$ cat src/rtl/spi_loader_pkg.sv
// rtl/spi_loader_pkg.sv - shared constants and FSM encoding for the SPI framebuffer loader
`timescale 1ns/1ps
package spi_loader_pkg;

  localparam int ADDR_BITS    = 12;
  localparam int FB_LAST_ADDR = 4095;

  localparam logic [7:0] CMD_NOP   = 8'h00;
  localparam logic [7:0] CMD_WRITE = 8'h01;

  typedef enum logic [2:0] {
    ST_IDLE,
    ST_CMD,
    ST_ADDR_HI,
    ST_ADDR_LO,
    ST_DATA_HI,
    ST_DATA_LO,
    ST_DISCARD
  } state_t;

endpackage

$ cat src/rtl/spi_framebuf_loader_byte_rx.sv
// rtl/spi_framebuf_loader_byte_rx.sv - SPI mode 0 byte receiver with pin synchronisers
`timescale 1ns/1ps
module spi_byte_rx (
  input  logic       clk,
  input  logic       rst,
  input  logic       spi_sck,
  input  logic       spi_cs_n,
  input  logic       spi_mosi,
  output logic       byte_valid,
  output logic [7:0] rx_byte,
  output logic       cs_fall,
  output logic       cs_rise
);

  // [0],[1] form the synchroniser, [2] is the history flop for edge detect
  logic [2:0] sck_sync;
  logic [2:0] cs_sync;
  logic [1:0] mosi_sync;
  logic [2:0] bit_cnt;
  logic [6:0] shreg;
  logic       sck_rise;
  logic       cs_active;

  assign sck_rise  = sck_sync[1] & ~sck_sync[2];
  assign cs_fall   = cs_sync[2] & ~cs_sync[1];
  assign cs_rise   = ~cs_sync[2] & cs_sync[1];
  assign cs_active = ~cs_sync[1];

  // Bring the asynchronous pins into the clk domain; cs_n idles high
  always_ff @(posedge clk or posedge rst) begin
    if (rst) begin
      sck_sync  <= 3'b000;
      cs_sync   <= 3'b111;
      mosi_sync <= 2'b00;
    end else begin
      sck_sync  <= {sck_sync[1:0], spi_sck};
      cs_sync   <= {cs_sync[1:0], spi_cs_n};
      mosi_sync <= {mosi_sync[0], spi_mosi};
    end
  end

  // Shift MSB-first on sck rising edges while selected; pulse byte_valid on the 8th bit
  always_ff @(posedge clk or posedge rst) begin
    if (rst) begin
      bit_cnt    <= 3'd0;
      shreg      <= 7'd0;
      byte_valid <= 1'b0;
      rx_byte    <= 8'd0;
    end else begin
      byte_valid <= 1'b0;
      if (cs_fall) begin
        bit_cnt <= 3'd0;
      end else if (sck_rise && cs_active) begin
        shreg   <= {shreg[5:0], mosi_sync[1]};
        bit_cnt <= bit_cnt + 3'd1;
        if (bit_cnt == 3'd7) begin
          byte_valid <= 1'b1;
          rx_byte    <= {shreg, mosi_sync[1]};
        end
      end
    end
  end

endmodule

$ cat src/rtl/spi_framebuf_loader.sv
// rtl/spi_framebuf_loader.sv - SPI slave that streams pixels into the framebuffer write port
`timescale 1ns/1ps
module spi_framebuf_loader #(
  parameter int COLOR_BITS  = 4,
  parameter int COLOR_COUNT = 3,
  parameter int ADDR_BITS   = spi_loader_pkg::ADDR_BITS,
  localparam int PIXEL_BITS = COLOR_BITS * COLOR_COUNT
) (
  input  logic                  clk,
  input  logic                  rst,
  input  logic                  spi_sck,
  input  logic                  spi_cs_n,
  input  logic                  spi_mosi,
  output logic [ADDR_BITS-1:0]  write_addr,
  output logic                  w_en,
  output logic [PIXEL_BITS-1:0] pixel_out,
  output logic                  frame_done,
  output logic                  busy
);

  import spi_loader_pkg::*;

  state_t               state;
  state_t               state_nxt;
  logic                 byte_valid;
  logic [7:0]           rx_byte;
  logic                 cs_fall;
  logic                 cs_rise;
  logic [7:0]           addr_hi;
  logic [7:0]           data_hi;
  logic [ADDR_BITS-1:0] addr;

  spi_byte_rx u_byte_rx (
    .clk        (clk),
    .rst        (rst),
    .spi_sck    (spi_sck),
    .spi_cs_n   (spi_cs_n),
    .spi_mosi   (spi_mosi),
    .byte_valid (byte_valid),
    .rx_byte    (rx_byte),
    .cs_fall    (cs_fall),
    .cs_rise    (cs_rise)
  );

  assign busy = (state != ST_IDLE);

  // FSM state register
  always_ff @(posedge clk or posedge rst) begin
    if (rst) state <= ST_IDLE;
    else     state <= state_nxt;
  end

  // Next state: a cs_n fall always restarts at CMD, a cs_n rise always aborts
  always_comb begin
    state_nxt = state;
    if (cs_fall) begin
      state_nxt = ST_CMD;
    end else if (cs_rise) begin
      state_nxt = ST_IDLE;
    end else if (byte_valid) begin
      case (state)
        ST_CMD:     state_nxt = (rx_byte == CMD_WRITE) ? ST_ADDR_HI : ST_DISCARD;
        ST_ADDR_HI: state_nxt = ST_ADDR_LO;
        ST_ADDR_LO: state_nxt = ST_DATA_HI;
        ST_DATA_HI: state_nxt = ST_DATA_LO;
        ST_DATA_LO: state_nxt = ST_DATA_HI;
        default:    state_nxt = state;
      endcase
    end
  end

  // Address/data capture and the registered write strobe; the strobe fires the
  // cycle after the low pixel byte lands, even if cs_n rises in that same cycle
  always_ff @(posedge clk or posedge rst) begin
    if (rst) begin
      addr_hi    <= 8'd0;
      data_hi    <= 8'd0;
      addr       <= '0;
      write_addr <= '0;
      pixel_out  <= '0;
      w_en       <= 1'b0;
      frame_done <= 1'b0;
    end else begin
      w_en       <= 1'b0;
      frame_done <= 1'b0;
      if (byte_valid) begin
        case (state)
          ST_ADDR_HI: addr_hi <= rx_byte;
          ST_ADDR_LO: addr    <= ADDR_BITS'({addr_hi, rx_byte});
          ST_DATA_HI: data_hi <= rx_byte;
          ST_DATA_LO: begin
            w_en       <= 1'b1;
            write_addr <= addr;
            pixel_out  <= PIXEL_BITS'({data_hi, rx_byte});
            frame_done <= (addr == ADDR_BITS'(FB_LAST_ADDR));
            addr       <= addr + ADDR_BITS'(1);
          end
          default: ;
        endcase
      end
    end
  end

endmodule

$ cat config.mk
export PLATFORM = sky130hd
export DESIGN_NAME = spi_framebuf_loader
export DESIGN_NICKNAME = d
export VERILOG_FILES = /design/src/rtl/spi_loader_pkg.sv /design/src/rtl/spi_framebuf_loader_byte_rx.sv /design/src/rtl/spi_framebuf_loader.sv
export SDC_FILE = /design/constraint.sdc
export NUM_CORES = 1
export LEC_CHECK = 0
export CORE_MARGIN = 8
export CORE_UTILIZATION = 45
export CTS_CLUSTER_DIAMETER = 50
export DETAILED_ROUTE_END_ITERATION = 10
export PLACE_DENSITY = 0.75
export RECOVER_POWER = 25
export SKIP_LAST_GASP = 1
export SLEW_MARGIN = 20
export SYNTH_ARGS = -nofsm -noshare
export SYNTH_HDL_FRONTEND = slang
export SYNTH_SLANG_ARGS = --single-unit
$ cat constraint.sdc
create_clock -name clk -period 6.7 [get_ports clk]
set_input_delay 1.34 -clock clk [delete_from_list [all_inputs] [get_ports clk]]
set_output_delay 1.34 -clock clk [all_outputs]
set_load 0.02 [all_outputs]
* Yosys cells after proc, flatten, opt, wreduce, memory -nomap -nowiden
Index checks and enable logic that the tools add are counted.
** Storage, ports and cells
- Output and inout port bits :: 27
- Input bits :: 5
- Word-level logic and storage cells :: 61
- Register bits after elaboration :: 76
** Operators by class
- Eq/ne operators :: 8
- Add/subtract/negate cells :: 2
- Bitwise operators :: 7
- Multiplexer cells :: 15
- Reduce and logical (&&, ||, !) cells :: 14
** Operator list (count)
- one-hot mux 12 bit (2 select lines) :: 1
- two-way mux 3 bit :: 6
- adder 12 x 1 -> 12 bit, second input constant :: 1
- equality test 12 bit, second input constant :: 1
- one-hot mux 3 bit (4 select lines) :: 1
- AND reduction 2 bit :: 6
- equality test 3 bit, second input constant :: 3
- equality test 8 x 1 -> 1 bit, second input constant :: 1
- two-way mux 1 bit :: 7
- equality test 3 x 2 -> 1 bit, second input constant :: 2
- nonzero test 3 bit :: 2
- nonzero test 6 bit :: 1
- inverter 1 bit :: 4
- nonzero test 2 bit :: 2
- adder 3 x 1 -> 3 bit, second input constant :: 1
- bitwise AND 1 bit :: 3
- equality test 3 x 1 -> 1 bit, second input constant :: 1
- AND reduction 3 bit :: 1
- OR reduction 2 bit :: 1
- logical AND 1 bit :: 1

* Depth between registers and ports, before layout
Gate-level depths: netlist (run 1).
- Depth in word-level cells :: 6
- Gate-level depth with buffers :: 6
- Gate-level depth less buffers :: 6

* By module
Synthesis (run 1) repeated with hierarchy kept, for this count alone.
** Second synthesis, totals
- Cell total of the unflattened synthesis :: 260
- Area, all modules :: 3274.4 um^2
** By module, submodules not included
- spi_framebuf_loader :: cells an instance 198, sequential area each 1226.2 um^2, times used 1, area an instance 2253.4 um^2
- spi_byte_rx :: cells an instance 62, sequential area each 679.4 um^2, times used 1, area an instance 1021.0 um^2

* Least setup slack after synthesis (run 1)
No wires, ideal clock.
- Path kind :: register to output
- Start point :: register state[2]
- End point :: output busy
- Path slack :: 4335 ps
- Data required time :: 5360 ps
- Data arrival time :: 1025 ps
- Stages on the path, launching flop included :: 3
- Buffers on the path :: 1
- Path through :: dfrtp_1 -> buf_4 -> or3_1
** Between the ends
- Longest elaborated chain between the ends :: 1
** RTL lines
- start, declared :: RTL line spi_framebuf_loader.sv:23 : state_t state;
- start signal, assigned :: RTL line spi_framebuf_loader.sv:50 : else state <= state_nxt;
- nonzero test 3 bit :: RTL line spi_framebuf_loader.sv:45 : assign busy = (state != ST_IDLE);
- end, declared :: RTL line spi_framebuf_loader.sv:18 : output logic busy
No other way between the ends.

* Worst setup path after layout (run 1)
Ends and elaborated chain as after synthesis.

==> results of run 1 <==
[metrics by stage]
step                setup WS (ns)  power (W)  cell area [um2]  hold WS (ns)
floorplan                    3.43   0.000626             3320         0.331
global placement             3.92   0.000644             3680         0.333
finish                       3.55    0.00101             3870         0.351
CTS                          3.53    0.00102             3890         0.354
global route                 3.47    0.00105             3870         0.367
detailed placement           3.91   0.000652             3680         0.337
[worst max-delay path, delay by kind of cell (launching register included)]
family / cells / cell delay (ns)
DFF: 1 / 0.52
and+or+nand+nor: 1 / 0.41
buffers and inverters: 1 / 0.54
[layout make-up]
type / instances / area (um2) / area share
clock buffer: 10 / 128 / 0.0330
sequential: 76 / 1910 / 0.493
inverter: 7 / 26.3 / 0.00679
tap: 99 / 124 / 0.0320
timing repair buffer: 33 / 325 / 0.0841
clock inverter: 5 / 77.6 / 0.0201
multi-input combinational: 213 / 1280 / 0.331
[per-layer routing]
metal  vias to the layer above  GRT usage  wire (um)
li1                       1118          -          -
met1                      1127      0.164       2940
met2                        44      0.226       3250
met3                         7     0.0272        261
met4                         0     0.0711         82
met5                         -          0          0
[cells in the final DEF, fill, tap and decap left out, types with 2 or more instances in the layout]
master,count
sky130_fd_sc_hd__nand2_1,88
sky130_fd_sc_hd__dfrtp_1,73
sky130_fd_sc_hd__clkdlybuf4s50_1,28
sky130_fd_sc_hd__mux2_2,15
sky130_fd_sc_hd__nor2_1,13
sky130_fd_sc_hd__nand3_1,11
sky130_fd_sc_hd__o21ai_0,11
sky130_fd_sc_hd__a21oi_1,10
sky130_fd_sc_hd__clkbuf_8,9
sky130_fd_sc_hd__mux2_4,8
sky130_fd_sc_hd__inv_1,6
sky130_fd_sc_hd__a31oi_1,5
sky130_fd_sc_hd__ha_1,5
sky130_fd_sc_hd__and3_1,4
sky130_fd_sc_hd__nor4_1,4
sky130_fd_sc_hd__nand2b_1,3
sky130_fd_sc_hd__nand4_1,3
sky130_fd_sc_hd__o22ai_1,3
sky130_fd_sc_hd__a2bb2oi_1,3
sky130_fd_sc_hd__dlygate4sd3_1,3
sky130_fd_sc_hd__and2b_1,2
sky130_fd_sc_hd__mux2i_1,2
sky130_fd_sc_hd__nand3b_1,2
sky130_fd_sc_hd__nor3_1,2
sky130_fd_sc_hd__clkinv_2,2
sky130_fd_sc_hd__bufinv_16,2
sky130_fd_sc_hd__buf_4,2
sky130_fd_sc_hd__dfstp_2,2
[cell families (layout without fill, tap and decap cells)]
| kind of cell | count (synthesis) | count (layout) | synth area share |
|---|---|---|---|
| AO/OA/AOI/OAI | 40 | 40 | 0.0755 |
| XOR/XNOR | 2 | 2 | 0.00528 |
| adder cells (fa/ha/maj) | 5 | 5 | 0.0189 |
| buffers and inverters | 22 | 55 | 0.0325 |
| flip-flops | 76 | 76 | 0.575 |
| multiplexers | 25 | 25 | 0.0932 |
| AND/OR/NAND/NOR | 141 | 141 | 0.200 |
[worst min path at each step]
stage                           startpoint                     end  slack, ns
finish              u_byte_rx.mosi_sync[0]  u_byte_rx.mosi_sync[1]       0.35
global route         u_byte_rx.sck_sync[0]   u_byte_rx.sck_sync[1]       0.37
CTS                 u_byte_rx.mosi_sync[0]  u_byte_rx.mosi_sync[1]       0.35
detailed placement  u_byte_rx.mosi_sync[0]  u_byte_rx.mosi_sync[1]       0.34
global placement    u_byte_rx.mosi_sync[0]  u_byte_rx.mosi_sync[1]       0.33
floorplan           u_byte_rx.mosi_sync[0]  u_byte_rx.mosi_sync[1]       0.33
[power groups by stage]
| stage | clock [W] | sequential (W) | combinational [W] |
|---|---|---|---|
| 6_report | 0.000368 | 0.000525 | 0.000117 |
| 5_1_grt | 0.000393 | 0.000532 | 0.000129 |
| 4_1_cts | 0.000375 | 0.000525 | 0.000119 |
| 3_5_place_dp | 0 | 0.000534 | 0.000118 |
| 3_3_place_gp | 0 | 0.000530 | 0.000114 |
| 2_1_floorplan | 0 | 0.000512 | 0.000114 |
[sequential cells by signal, summed over array words and instances (netlist names), 2 cells and up]
register,flops
pixel_out,12
write_addr,12
addr,12
data_hi,4
u_byte_rx.rx_byte,8
u_byte_rx.shreg,7
u_byte_rx.bit_cnt,3
u_byte_rx.mosi_sync,2
u_byte_rx.sck_sync,3
state,3
u_byte_rx.cs_sync,3
addr_hi,4
==> flow_summary.rst, run 1 <==
.. list-table::
   :header-rows: 1

   * - Metric
     - Value
   * - Outcome
     - complete, no violations
   * - Number of design rule violations left after detail routing
     - 0
   * - Count of input and output buffers
     - 31
   * - FFs w/ async S/R, synth
     - 1.00
   * - Min-Delay Path Class
     - flop to flop
   * - Post-layout utilization of the core
     - 0.536
   * - TritonCTS Buffers
     - 9
   * - Post-cts resize count
     - 0
   * - Hold buffer count at cts
     - 0
   * - Internal power consumption
     - roughly 0.00075 W
   * - Category of the worst setup path launch point
     - flop
   * - Final Setup Violations
     - 0
   * - Cell breakdown of the critical path
     - or3_1 > clkdlybuf4s50_1
   * - Number of pins with negative max-slew slack in the final report
     - 0
   * - Most repeated cell in the gate-level netlist after synthesis
     - sky130_fd_sc_hd__nand2_1
   * - Cells after DPL
     - between 400 and 500
   * - HPWL after DPL
     - between 4000 and 5000 um
   * - Layout cell share with drive strength beyond 1
     - 0.128
   * - RD Place Congestion
     - between 0.8 and 0.9
   * - Site Rows
     - 31
   * - Total count of hold-check failures in the final report
     - 0
   * - Post-Syn Nets
     - 321
   * - Height of the chip
     - approximately 100 um
   * - Delay of the slowest critical-path stage
     - 0.54 ns
   * - Hold Path Cell Cnt
     - 0
   * - Clk root buf
     - sky130_fd_sc_hd__clkbuf_8
   * - GRT Util Overall
     - 0.136
   * - Count of synthesis-stage warnings from yosys
     - 0
   * - Count of TritonRoute iterations in the first routing pass
     - 4
   * - Final #Nets
     - 350
   * - Switching fraction of total power
     - 0.261
   * - First-pass GRT wire length
     - roughly 11,000 um
   * - R2R Setup Slk
     - about 4.5 ns
   * - Worst setup startpoint
     - state[2]
   * - Fraction of the yosys area taken by sequential cells
     - 0.575
   * - H-tree depth
     - 3
   * - Number of antenna violations at the first check in global routing
     - 0
   * - Startpoint of the lowest-slack register-to-register path
     - u_byte_rx.cs_sync[1]
   * - CTS tree
     - done
   * - Drt wl/cell
     - 14.8 um
   * - Setup_tns
     - 0 ns
   * - Cell types with the largest area share after synthesis
     - sky130_fd_sc_hd__dfrtp_1, sky130_fd_sc_hd__nand2_1, sky130_fd_sc_hd__mux2_2
   * - GRT Residual Overflow
     - 0
   * - Number of buffers added for setup after CTS
     - 0
   * - Number of fill cells
     - 647
   * - Max-slew headroom at the worst pin
     - 0.379
   * - Slew @ Worst Pin
     - approximately 0.93 ns
   * - Ant. Diodes
     - 0
   * - Number of enable flip-flop cells after synthesis
     - 0
   * - Post-Syn Instances
     - 311
   * - Clock Pin Slew Worst Setup and Hold Paths
     - 0.07 ns
   * - Area of the core
     - 0.00721 mm2
   * - Most numerous cell types in the synthesized netlist
     - sky130_fd_sc_hd__nand2_1, sky130_fd_sc_hd__dfrtp_1, sky130_fd_sc_hd__mux2_2
   * - Maximum count of clock buffers along a single path
     - 2
   * - Area of the mapped netlist
     - between 0.003 and 0.004 mm2
   * - Endpoint kind of the worst setup timing path
     - output port
   * - Horizontal extent of the die
     - ~100 um
   * - Critical setup path kind
     - flop to output port
   * - Synth unique cells
     - 47
   * - Number of global-route vias before repair
     - around 2,300
   * - Pin count of the biggest net entering global routing
     - a little under 80
   * - Power share of the combinational group
     - 0.116
   * - Total Die Area
     - 0.0104 mm2
   * - Worst path arrival time
     - 1.81 ns
   * - Worst-Skew Late Latency
     - about 0.34 ns
   * - Per-cell via count in the routed design
     - roughly 5.2
   * - Net load switching power
     - between 0.0002 and 0.0003 W
   * - Post-detailed-routing wire length
     - roughly 6500 um
   * - ANT nets after route
     - 0
   * - Worst endpoint required time
     - between 5 and 6 ns
   * - Dominant register cell in the synthesized netlist
     - sky130_fd_sc_hd__dfrtp_1
   * - Number of vias in the routed layout
     - about 2,300
   * - Tmin final
     - 3.15 ns
   * - Clock Skew
     - between 0.007 and 0.008 ns
   * - Number of cells in the finished layout apart from fillers
     - 443
   * - # IOs
     - 32
   * - Fraction of the cycle the final worst path needs
     - 0.470
   * - Leading area contributor after synthesis
     - sky130_fd_sc_hd__dfrtp_1
   * - Area added between synthesis and finish
     - 16.6%
   * - Mean instance size in the synthesized netlist
     - ~11 um2
   * - End of the worst register-to-register path
     - u_byte_rx.rx_byte[0]
   * - Proportion of power drawn by the clock network
     - 0.364
   * - IR drop worst, VDD
     - 142 uV
   * - Max-capacitance violation count
     - 0
   * - Number of storage elements in the synthesis netlist
     - between 70 and 80
   * - Critical path capture point
     - busy
   * - Sequential share of power
     - 0.520
   * - Leakage power total
     - 1.89 nW
   * - Cell with the largest stage delay on the worst path
     - sky130_fd_sc_hd__clkdlybuf4s50_1
   * - Cell depth of the worst flop-to-flop path
     - 5
   * - Clock Sinks
     - 76
   * - Unrepaired setup endpoints after global routing
     - false
   * - P per Cell Area
     - 261 mW/mm2
   * - Maximum fanout count along the critical path
     - 14
   * - Starting utilization of the core area
     - 0.460
   * - Fmax
     - roughly 0.32 GHz
   * - Top-area cell type share of the netlist area
     - 0.551
   * - DRT iter0 DRCs
     - 126
(Power assumes the default switching activity.)
==> run 2: changes to the inputs <==
- clock period: 6.7 -> 3.2 ns (I/O delays scaled with it)
==> flow_summary.rst, run 2 (synthesis gave the netlist of run 1 again) <==
.. list-table::
   :header-rows: 1

   * - Metric
     - Value
   * - Outcome
     - complete, but fails checks
   * - Violations in the final reports
     - max-capacitance violations, max-slew violations
   * - Unrepaired setup endpoints after global routing
     - false
   * - Cell with the largest stage delay on the worst path
     - sky130_fd_sc_hd__clkdlybuf4s50_1
   * - Category of the worst setup path launch point
     - flop
   * - Final #Nets
     - 351 (+0.29%)
   * - TritonCTS Buffers
     - 9 (unchanged)
   * - RD Place Congestion
     - 0.868 (+2.7%)
   * - Total area of multi-input combinational cells
     - 0.00130 mm2 (+1.7%)
   * - Internal power consumption
     - 0.00145 W (+94%)
   * - Hold Path Cell Cnt
     - 0 (unchanged)
   * - Number of fill cells
     - 642 (-0.77%)
   * - Worst path arrival time
     - 1.82 ns (about the same)
   * - Number of vias in the routed layout
     - 2,310 (+0.61%)
   * - Post-cts resize count
     - 0 (unchanged)
   * - Tmin final
     - between 2 and 2.5 ns
   * - Number of antenna violations at the first check in global routing
     - 0 (unchanged)
   * - Height of the chip
     - 102 um (unchanged)
   * - Clk root buf
     - sky130_fd_sc_hd__clkbuf_8
   * - Sequential share of power
     - 0.548 (+0.028)
   * - DRT iter0 DRCs
     - 124 (-1.6%)
   * - ANT nets after route
     - 0 (unchanged)
   * - Final Setup Violations
     - 0 (unchanged)
   * - Setup_tns
     - 0 ns (unchanged)
   * - Clock Pin Slew Worst Setup and Hold Paths
     - 0.07 ns (about the same)
   * - Count of input and output buffers
     - 31 (unchanged)
   * - Count of TritonRoute iterations in the first routing pass
     - 4 (unchanged)
   * - Cell depth of the worst flop-to-flop path
     - 5 (unchanged)
   * - Drt wl/cell
     - 14.7 um (-0.57%)
   * - Slew @ Worst Pin
     - 1.82 ns (+0.892 ns)
   * - DP Area
     - 0.00370 mm2 (+0.54%)
   * - Area of the core
     - 0.00721 mm2 (unchanged)
   * - Number of global-route vias before repair
     - 2,324 (+0.78%)
   * - Cell breakdown of the critical path
     - or3_1 > clkdlybuf4s50_1
   * - Number of pins with negative max-slew slack in the final report
     - 77 (+77)
   * - GRT Residual Overflow
     - 0 (unchanged)
   * - Leakage power total
     - 1.88 nW (-0.10%)
   * - Site Rows
     - 31 (unchanged)
   * - Hold buffer count at cts
     - 0 (unchanged)
   * - First-pass GRT wire length
     - 11,100 um (+1.5%)
   * - Per-cell via count in the routed design
     - 5.19 (+0.16%)
   * - H-tree depth
     - 3 (unchanged)
   * - Area occupied by registers
     - 0.00191 mm2 (unchanged)
   * - Clock Skew
     - 0.00517 ns (-0.00238 ns)
   * - Layout cell share with drive strength beyond 1
     - 0.136 (+0.00793)
   * - Switching fraction of total power
     - 0.278 (+0.0172)
   * - IR drop worst, VDD
     - 259 uV (+82%)
   * - Fmax
     - roughly 0.4 GHz
   * - Delay of the slowest critical-path stage
     - 0.54 ns (about the same)
   * - Min-Delay Path Class
     - flop to flop
   * - Worst endpoint required time
     - 2.56 ns (-2.80 ns)
   * - Worst-Skew Late Latency
     - 0.35 ns (about the same)
   * - Total Die Area
     - 0.0104 mm2 (unchanged)
   * - Largest registers
     - addr: 12 flops, pixel_out: 12 flops, write_addr: 12 flops
   * - Final Instance Area
     - 0.00387 mm2 (unchanged)
   * - Worst hold slack across all endpoints
     - 0.351 ns (+0.000502 ns)
   * - Maximum fanout count along the critical path
     - 14 (unchanged)
   * - Maximum count of clock buffers along a single path
     - 2 (unchanged)
   * - Ant. Diodes
     - 0 (unchanged)
   * - HPWL after DPL
     - 4290 um (-0.56%)
   * - Clock Sinks
     - 76 (unchanged)
   * - Post-detailed-routing wire length
     - 6530 um (-0.12%)
   * - GRT Util Overall
     - 0.138 (+0.00147)
   * - Critical setup path kind
     - flop to output port
   * - Number of design rule violations left after detail routing
     - 0 (unchanged)
   * - Most common library cell in the layout ignoring fill and taps
     - sky130_fd_sc_hd__nand2_1
   * - CTS tree
     - done
   * - Number of buffers added for setup after CTS
     - 0 (unchanged)
   * - Proportion of power drawn by the clock network
     - 0.331 (-0.033)
   * - Most frequent cells in the layout
     - sky130_fd_sc_hd__nand2_1, sky130_fd_sc_hd__dfrtp_1, sky130_fd_sc_hd__clkdlybuf4s50_1, sky130_fd_sc_hd__mux2_2, sky130_fd_sc_hd__nor2_1
   * - # IOs
     - 32 (unchanged)
   * - Starting utilization of the core area
     - 0.460 (unchanged)
   * - Max-capacitance violation count
     - 1 (+1)
   * - Area added between synthesis and finish
     - 16.6% (unchanged)
   * - Fraction of the cycle the final worst path needs
     - 0.770
   * - Net load switching power
     - 0.000560 W (+110%)
   * - P per Cell Area
     - 520 mW/mm2 (+99%)
   * - Horizontal extent of the die
     - 102 um (unchanged)
   * - Total count of hold-check failures in the final report
     - 0 (unchanged)
   * - Max-slew headroom at the worst pin
     - -0.215 (-0.594)
   * - Endpoint kind of the worst setup timing path
     - output port
   * - Pin count of the biggest net entering global routing
     - 77 (unchanged)
   * - Power share of the combinational group
     - 0.121 (+0.005)
[run 2: cell types whose count changed in the layout (fill, tap and decap cells not counted)]
cell,previous run,this run
sky130_fd_sc_hd__nor3b_1,1,0
sky130_fd_sc_hd__inv_2,1,0
sky130_fd_sc_hd__clkbuf_8,9,11
sky130_fd_sc_hd__nand2_8,0,1
sky130_fd_sc_hd__clkinv_1,0,1
sky130_fd_sc_hd__clkdlybuf4s50_1,28,27
sky130_fd_sc_hd__clkinvlp_4,1,0
sky130_fd_sc_hd__clkbuf_2,0,1
sky130_fd_sc_hd__clkinv_2,2,3
sky130_fd_sc_hd__nor3b_2,0,1
sky130_fd_sc_hd__clkinv_4,0,1
sky130_fd_sc_hd__dlygate4sd3_1,3,4
sky130_fd_sc_hd__nand2_1,88,87
sky130_fd_sc_hd__bufinv_16,2,0
[run 2: path summary, 6_finish.rpt]
check | from | to | slack [ns]
hold / removal | u_byte_rx.mosi_sync[0] | u_byte_rx.mosi_sync[1] | 0.35
max in group asynchronous | rst | pixel_out[2] | 0.75
min in group asynchronous | rst | u_byte_rx.sck_sync[1] | 1.37
hold reg to reg | u_byte_rx.mosi_sync[0] | u_byte_rx.mosi_sync[1] | 0.35
setup / recovery | state[2] | busy | 0.74
setup reg to reg | u_byte_rx.cs_sync[1] | u_byte_rx.rx_byte[1] | 1.22
[run 2: metal layers]
metal / vias to the layer above / global-route usage / part of all wire
met2: 60 / 0.215 / 0.48
met3: 11 / 0.0443 / 0.062
met5: - / 0 / 0
li1: 1120 / - / -
met4: 0 / 0.0621 / 0.017
met1: 1119 / 0.171 / 0.44
[run 2: area by class of cell]
class / instances / share of cell area
multi-input combinational: 213 / 0.337
timing repair buffer: 34 / 0.0854
clock buffer: 12 / 0.0401
tap: 99 / 0.0320
inverter: 7 / 0.00679
sequential: 76 / 0.493
clock inverter: 4 / 0.00615
[run 2: worst max-delay path, delay by kind of cell (launching register included)]
| kind | cells | cell delay [ns] |
|---|---|---|
| buffers and inverters | 1 | 0.54 |
| AND/OR/NAND/NOR | 1 | 0.41 |
| flip-flops | 1 | 0.52 |
[run 2: power groups by stage]
stage          registers (W)  clock network [W]  logic [W]
4_1_cts              0.00110           0.000684   0.000250
5_1_grt              0.00111           0.000723   0.000275
6_report             0.00110           0.000666   0.000242
3_5_place_dp         0.00112                  0   0.000249
2_1_floorplan        0.00107                  0   0.000238
3_3_place_gp         0.00111                  0   0.000239
[run 2: metrics by stage]
stage | setup WS [ns] | utilization | power [W] | std cells
2_1_floorplan | 0.627 | - | 0.00131 | 311
3_3_place_gp | 1.12 | 0.513 | 0.00135 | 429
3_5_place_dp | 1.11 | 0.513 | 0.00137 | 429
4_1_cts | 0.711 | 0.538 | 0.00203 | 445
5_1_grt | 0.344 | 0.536 | 0.00211 | 445
6_report | 0.736 | 0.536 | 0.00201 | 445
